`config.mk`:
```
export PLATFORM = sky130hd
export DESIGN_NAME = axis_frame_scheduler
export DESIGN_NICKNAME = d
export VERILOG_FILES = /design/src/rtl/axis_frame_scheduler.sv
export SDC_FILE = /design/constraint.sdc
export NUM_CORES = 1
export LEC_CHECK = 0
export CORE_UTILIZATION = 45
export CTS_CLUSTER_DIAMETER = 60
export CTS_CLUSTER_SIZE = 20
export DETAILED_ROUTE_END_ITERATION = 10
export HOLD_SLACK_MARGIN = 0.15
export MAX_ROUTING_LAYER = met4
export PLACE_DENSITY = 0.69
export SLEW_MARGIN = 10
export SYNTH_ARGS = -nofsm -noshare
export SYNTH_HDL_FRONTEND = slang
export SYNTH_SLANG_ARGS = --single-unit
```
`constraint.sdc`:
```
create_clock -name axi_clk -period 2.6 [get_ports axi_clk]
set_input_delay 0.52 -clock axi_clk [delete_from_list [all_inputs] [get_ports axi_clk]]
set_output_delay 0.52 -clock axi_clk [all_outputs]
set_load 0.03 [all_outputs]
```
`src/rtl/axis_frame_scheduler.sv`:
```
// AXI-Stream test-pattern source: emits whole RGB565 frames with tuser/tlast framing.
// Pattern selection and enable take effect only between frames.
module axis_frame_scheduler #(
   parameter int          H_ACTIVE   = 1024,
   parameter int          V_ACTIVE   = 768,
   parameter int          GAP_CYCLES = 16,
   parameter int          CHK_SH     = 5,
   parameter logic [15:0] SOLID_RGB  = 16'h001F
) (
   input  logic        axi_clk,
   input  logic        axi_rst,
   input  logic        enable,
   input  logic [1:0]  pattern_sel,
   output logic [15:0] m_axis_tdata,
   output logic        m_axis_tuser,
   output logic        m_axis_tlast,
   output logic        m_axis_tvalid,
   input  logic        m_axis_tready,
   output logic        frame_done,
   output logic        busy,
   output logic [15:0] frame_cnt,
   output logic [1:0]  active_pattern
);

   localparam int X_W   = (H_ACTIVE > 1) ? $clog2(H_ACTIVE) : 1;
   localparam int Y_W   = (V_ACTIVE > 1) ? $clog2(V_ACTIVE) : 1;
   localparam int BAR_W = H_ACTIVE / 8;
   localparam int SUB_W = (BAR_W > 1) ? $clog2(BAR_W) : 1;
   localparam int GAP_W = (GAP_CYCLES > 1) ? $clog2(GAP_CYCLES) : 1;

   typedef enum logic [1:0] {IDLE, STREAM, GAP} state_t;

   state_t           state, next_state;
   logic             start_frame;
   logic [X_W-1:0]   x;
   logic [Y_W-1:0]   y;
   logic [2:0]       bar_idx;
   logic [SUB_W-1:0] bar_sub;
   logic [GAP_W-1:0] gap_cnt;
   logic             hs, last_x, last_y, last_beat, gap_end;
   logic [15:0]      xe, ye, pix;
   logic             chk;

   function automatic logic [15:0] bar_colour(input logic [2:0] idx);
      case (idx)
         3'd0:    bar_colour = 16'hFFFF;
         3'd1:    bar_colour = 16'hFFE0;
         3'd2:    bar_colour = 16'h07FF;
         3'd3:    bar_colour = 16'h07E0;
         3'd4:    bar_colour = 16'hF81F;
         3'd5:    bar_colour = 16'hF800;
         3'd6:    bar_colour = 16'h001F;
         default: bar_colour = 16'h0000;
      endcase
   endfunction

   assign hs        = (state == STREAM) & m_axis_tready;
   assign last_x    = (x == X_W'(H_ACTIVE - 1));
   assign last_y    = (y == Y_W'(V_ACTIVE - 1));
   assign last_beat = hs & last_x & last_y;
   assign gap_end   = (state == GAP) && (gap_cnt == GAP_W'(GAP_CYCLES - 1));

   always_ff @(posedge axi_clk) begin
      if (axi_rst) state <= IDLE;
      else         state <= next_state;
   end

   // Frame boundaries are the only points where enable/pattern_sel are honoured.
   always_comb begin
      next_state  = state;
      start_frame = 1'b0;
      case (state)
         IDLE: begin
            if (enable) begin
               start_frame = 1'b1;
               next_state  = STREAM;
            end
         end
         STREAM: begin
            if (last_beat) begin
               if (GAP_CYCLES != 0) next_state = GAP;
               else if (enable)     start_frame = 1'b1;
               else                 next_state = IDLE;
            end
         end
         GAP: begin
            if (gap_end) begin
               if (enable) begin
                  start_frame = 1'b1;
                  next_state  = STREAM;
               end else begin
                  next_state = IDLE;
               end
            end
         end
         default: next_state = IDLE;
      endcase
   end

   // Bar sub-counter tracks the position inside the current colour bar.
   always_ff @(posedge axi_clk) begin
      if (axi_rst || start_frame) begin
         x       <= '0;
         y       <= '0;
         bar_idx <= 3'd0;
         bar_sub <= '0;
      end else if (hs) begin
         if (last_x) begin
            x       <= '0;
            bar_idx <= 3'd0;
            bar_sub <= '0;
            y       <= last_y ? '0 : y + 1'b1;
         end else begin
            x <= x + 1'b1;
            if (bar_sub == SUB_W'(BAR_W - 1)) begin
               bar_sub <= '0;
               bar_idx <= bar_idx + 3'd1;
            end else begin
               bar_sub <= bar_sub + 1'b1;
            end
         end
      end
   end

   always_ff @(posedge axi_clk) begin
      if (axi_rst) begin
         gap_cnt        <= '0;
         frame_cnt      <= 16'd0;
         frame_done     <= 1'b0;
         active_pattern <= 2'd0;
      end else begin
         if (state == GAP) gap_cnt <= gap_end ? '0 : gap_cnt + 1'b1;
         else              gap_cnt <= '0;
         if (last_beat)   frame_cnt <= frame_cnt + 16'd1;
         frame_done <= last_beat;
         if (start_frame) active_pattern <= pattern_sel;
      end
   end

   always_comb begin
      xe  = 16'(x);
      ye  = 16'(y);
      chk = (((xe >> CHK_SH) ^ (ye >> CHK_SH)) & 16'd1) != 16'd0;
      case (active_pattern)
         2'd0:    pix = bar_colour(bar_idx);
         2'd1:    pix = chk ? 16'hFFFF : 16'h0000;
         2'd2:    pix = {xe[4:0], ye[5:0], frame_cnt[4:0]};
         default: pix = SOLID_RGB;
      endcase
   end

   assign m_axis_tvalid = (state == STREAM);
   assign m_axis_tdata  = m_axis_tvalid ? pix : 16'h0000;
   assign m_axis_tuser  = m_axis_tvalid & (x == '0) & (y == '0);
   assign m_axis_tlast  = m_axis_tvalid & last_x;
   assign busy          = (state != IDLE);

endmodule

```
# After elaboration in Yosys (flattened, before gate mapping)
# Index checks and enable logic that the tools add are counted.
word_totals:
  ff_bits: 55
  in_bits: 6
  out_inout_bits: 39
  word_cells: 71
op_classes:
  add_sub_neg: 6
  n_eq_ne: 17
  muxes: 18
  bitwise_logic: 8
  n_reduce_logical: 13
ops:
  columns: ["cell", "count"]
  rows:
  - ["one-hot mux 16 bit (7 select lines)", 1]
  - ["one-hot mux 16 bit (3 select lines)", 1]
  - ["2-to-1 mux 16 bit", 2]
  - ["adder 10 x 1 -> 10 bit (second input constant)", 2]
  - ["equality test 10 bit (second input constant)", 2]
  - ["zero test 10 bit", 2]
  - ["2-to-1 mux 10 bit", 2]
  - ["adder 16 x 1 -> 16 bit (second input constant)", 1]
  - ["2-to-1 mux 7 bit", 2]
  - ["equality test 3 bit (second input constant)", 3]
  - ["adder 7 x 1 -> 7 bit (second input constant)", 1]
  - ["equality test 7 bit (second input constant)", 1]
  - ["AND 1 bit", 6]
  - ["equality test 3 x 2 -> 1 bit (second input constant)", 2]
  - ["2-to-1 mux 2 bit", 3]
  - ["2-to-1 mux 3 bit", 2]
  - ["one-hot mux 2 bit (3 select lines)", 1]
  - ["adder 4 x 1 -> 4 bit (second input constant)", 1]
  - ["equality test 2 x 1 -> 1 bit (second input constant)", 2]
  - ["equality test 2 bit (second input constant)", 2]
  - ["equality test 4 bit (second input constant)", 1]
  - ["zero test 2 bit", 2]
  - ["inequality test 2 bit (second input constant)", 2]
  - ["AND reduction 2 bit", 2]
  - ["13 further kinds", 16]

# Longest topological paths before layout
logic_depth:
  depth_word: 6
  ltp_mapped: 8

# Worst setup path before layout
# Ideal clock, no wire load.
synth_path:
  path_kind: "register -> output"
  start: "register active_pattern[1]"
  end: "output m_axis_tdata[10]"
  t_arrival_ns: 1.876
  required_ns: 2.080
  slack_ns: 0.204
  stages_incl_launch_ff: 6
  path_buffers: 2
  path_cell_list: "dfxtp_1 > clkbuf_1 > nor2b_1 > clkbuf_1 > nand2_1 > a21oi_1"
synth_between:
  elab_chain_len: 3
  word_cells_on_any_way: 5
synth_lines:
  columns: ["element", "line", "text"]
  rows:
  - ["from (decl)", "22", "output logic [1:0] active_pattern"]
  - ["from (signal assigned)", "136", "if (start_frame) active_pattern <= pattern_sel;"]
  - ["equality test 2 bit (tied with other cells)", "144", "case (active_pattern)"]
  - ["one-hot mux 16 bit (3 select lines) *", "144", null]
  - ["2-to-1 mux 16 bit *", "153", "assign m_axis_tdata = m_axis_tvalid ? pix : 16'h0000;"]
  - ["to (decl)", "14", "output logic [15:0] m_axis_tdata,"]
# Every way passes the cells marked *; elsewhere a longest branch is shown, timed or not.

# Final worst setup path
layout_path:
  start: "register bar_idx[0]"
  end: "output m_axis_tdata[6]"
layout_between:
  elab_chain_len: 4
  word_cells_on_any_way: 10
layout_lines:
  columns: ["element", "line", "text"]
  rows:
  - ["from (decl)", "37", "logic [2:0] bar_idx;"]
  - ["from (signal assigned)", "117", "bar_idx <= bar_idx + 3'd1;"]
  - ["equality test 3 bit (tied with other cells)", "45", "case (idx)"]
  - ["one-hot mux 16 bit (7 select lines) *", "45", null]
  - ["one-hot mux 16 bit (3 select lines) *", "144", null]
  - ["2-to-1 mux 16 bit *", "153", null]
# Marked as above.

==> flow_metrics.env <==
export IMPL_status="completed"
export IMPL_ys_flop_type="dfxtp_1"
export IMPL_finalWeightedCongestion=0.816
export IMPL_syn_nets=391
export IMPL_cp_required_ps=2080
export IMPL_rows=29
export IMPL_grt_pass1_wl_um=11400
export IMPL_cts_max_level=2
export IMPL_fin_crit_sh=0.976
export IMPL_cts_path_max_buffers=2
export IMPL_path_class="register to output pin"
export IMPL_ant_nets=0
export IMPL_drcViolationCount=0
export IMPL_vias_per_cell=5.65
export IMPL_cap_violations=0
export IMPL_drt_total_wl_um=7110
export IMPL_fin_cells=504
export IMPL_fmax_ghz=0.394
export IMPL_path_max_fanout=6
export IMPL_synth_edf_count=0
export IMPL_power_leakage_nw=1.23
export IMPL_die_y_um=82.7
export IMPL_synth_area_leaders="dfxtp_1 38%, a21oi_1 8.7%, nand2_1 5.5%"
export IMPL_syn_instance_count=373
export IMPL_relSlewSlack=0.655
export IMPL_drt_first_pass_iters=4
export IMPL_diodes=0
export IMPL_min_period_ps=2540
export IMPL_clock_sinks=55
export IMPL_drive_above_1_share=0.141
export IMPL_synth_cell_type_count=37
export IMPL_yosys_warnings=0
export IMPL_rsz0062_at_grt="yes"
export IMPL_setup_ws_ps=63.3
export IMPL_critPathLaunchType="register"
export IMPL_hold_class="register to register"
export IMPL_skew_ps=11.6
export IMPL_synth_async_sr_flop_share=0
export IMPL_syn_to_final_growth_pct=25.3
export IMPL_crit_arrival_ps=2020
export IMPL_layout_commonest_cell="dfxtp_1"
export IMPL_grt_util_all_layers=0.223
export IMPL_placed_cells=496
export IMPL_hold_violations=0
export IMPL_io_pins=45
export IMPL_slew_viol_final=0
export IMPL_initial_core_util=0.464
export IMPL_grt_antenna_before_repair=0
export IMPL_grt_overflow_total=0
export IMPL_peakVddDrop_mv=0.287
export IMPL_end_kind="output pin"
export IMPL_postSynthAreaPerCell_um2=7.85
export IMPL_port_buffers=44
export IMPL_wire_per_inst_um=14.1
export IMPL_setup_viol=0
export IMPL_synthesis_area_mm2=0.00293
export IMPL_power_density_mw_per_mm2=429
export IMPL_grt_max_degree=36
export IMPL_coreArea_mm2=0.00631
export IMPL_drtIter0Drc=119
export IMPL_synth_top_cell_by_area="dfxtp_1"
export IMPL_dieArea_mm2=0.00684
export IMPL_ys_ff_latch=55
export IMPL_clockRootBuffer="clkbuf_8"
export IMPL_cts_tree="done"
export IMPL_path_clk_slew_ps=100
export IMPL_mostFrequentLayoutCells="53 x dfxtp_1, 49 x a21oi_1, 43 x nand2_1, 34 x buf_4, 26 x clkdlybuf4s50_1"
export IMPL_tightest_slew_ps=516
export IMPL_nets=444
export IMPL_finalPower_mw=1.57
export IMPL_insertion_delay_ps=320
export IMPL_hpwlAfterDp_um=5130
export IMPL_pre_cts_slack_ps=-140
export IMPL_postCtsSetupRepairBufs=0
export IMPL_cts_made_buffers=5
export IMPL_num_vias=2846
export IMPL_ys_seq_area_frac=0.376
export IMPL_grt_pass1_vias=2409
export IMPL_cts_hold_buffers_added=0
export IMPL_synth_top_area_frac=0.376
export IMPL_die_width_um=82.7
-- cells in the mapped netlist, types with 3 or more instances --
cell type  count
nand3_1       21
ha_1          12
and3_1         3
nor2_1        22
nor4_1         8
buf_2          3
clkbuf_1      17
xor2_1         9
dfxtp_1       55
or4_1         17
a21oi_1       51
o31ai_1       14
and4_1         7
and2_1         3
nor3_1         7
nand2_1       43
o21ai_0       13
inv_1         16
or3_1         11
nand4_1       13
xnor2_1        7
-- cells by family after synthesis --
kind of cell	share of synthesized area
xor gates and xnor gates	0.0478
AOI/OAI and AO/OA	0.169
and+or+nand+nor	0.302
DFF	0.376
adders and majority gates	0.0513
buffers and inverters	0.0538
-- repair_timing --
action                     CTS  global route
resized for setup           61            27
hold endpoints to repair     0             0
setup endpoints to repair   13            14
pin swaps                    3             6
-- sequential cells by signal, summed over array words and instances (netlist names) --
name,cells
frame_cnt,16
x,10
y,10
bar_sub,7
gap_cnt,4
bar_idx,3
active_pattern,2
state,2
frame_done,1
-- layer usage --
metal | wire length [um] | part of all wire | global-route usage | vias up
met5 | 0 | 0 | - | -
met4 | 126 | 0.018 | 0.0741 | 0
met3 | 235 | 0.033 | 0.0341 | 11
met2 | 3290 | 0.46 | 0.337 | 41
met1 | 3460 | 0.49 | 0.303 | 1334
li1 | - | - | - | 1460
-- where the power goes --
group          internal (mW)  switching, mW  total (mW)
Sequential             0.844        0.00633       0.851
Combinational         0.0784          0.138       0.217
Clock                  0.218          0.289       0.507
-- cell type report --
type                    instances  area (um2)
repair buffers                 68         572
flip-flops and latches         55        1110
inverters                      16        60.1
fillers                       603        2640
multi-input cells             280        1730
well taps                      77        96.3
clock inverters                 2        16.3
clock buffers                   6        82.6
-- per-stage QoR --
| stage | area (um2) | utilization | TNS [ps] | hold WS (ps) |
|---|---|---|---|---|
| 2_1_floorplan | 2930 | - | 0 | 418 |
| 3_3_place_gp | 3540 | 0.560 | -639 | 432 |
| 3_5_place_dp | 3540 | 0.560 | -1340 | 450 |
| 4_1_cts | 3600 | 0.571 | -109 | 470 |
| 5_1_grt | 3670 | 0.581 | -165 | 484 |
| 6_report | 3670 | 0.581 | 0 | 473 |
-- worst paths after layout --
| kind | slack, ps | cells past startpoint | end | from |
|---|---|---|---|---|
| min reg2reg | 470 | 1 | gap_cnt[0] | gap_cnt[0] |
| max | 60 | 9 | m_axis_tdata[6] | bar_idx[0] |
| max reg2reg | 380 | 6 | frame_cnt[10] | x[5] |
| min | 470 | 1 | gap_cnt[0] | gap_cnt[0] |
-- worst max-delay path, stage by stage (launching register included) --
cell     delay, ps
dfxtp_4        370
ha_4           160
ha_4           160
nor4_4         270
nor3_2          70
buf_4          150
a21oi_2        140
buf_6          130
a21oi_1         60
buf_4          190
Power figures use the tool's default switching activity.
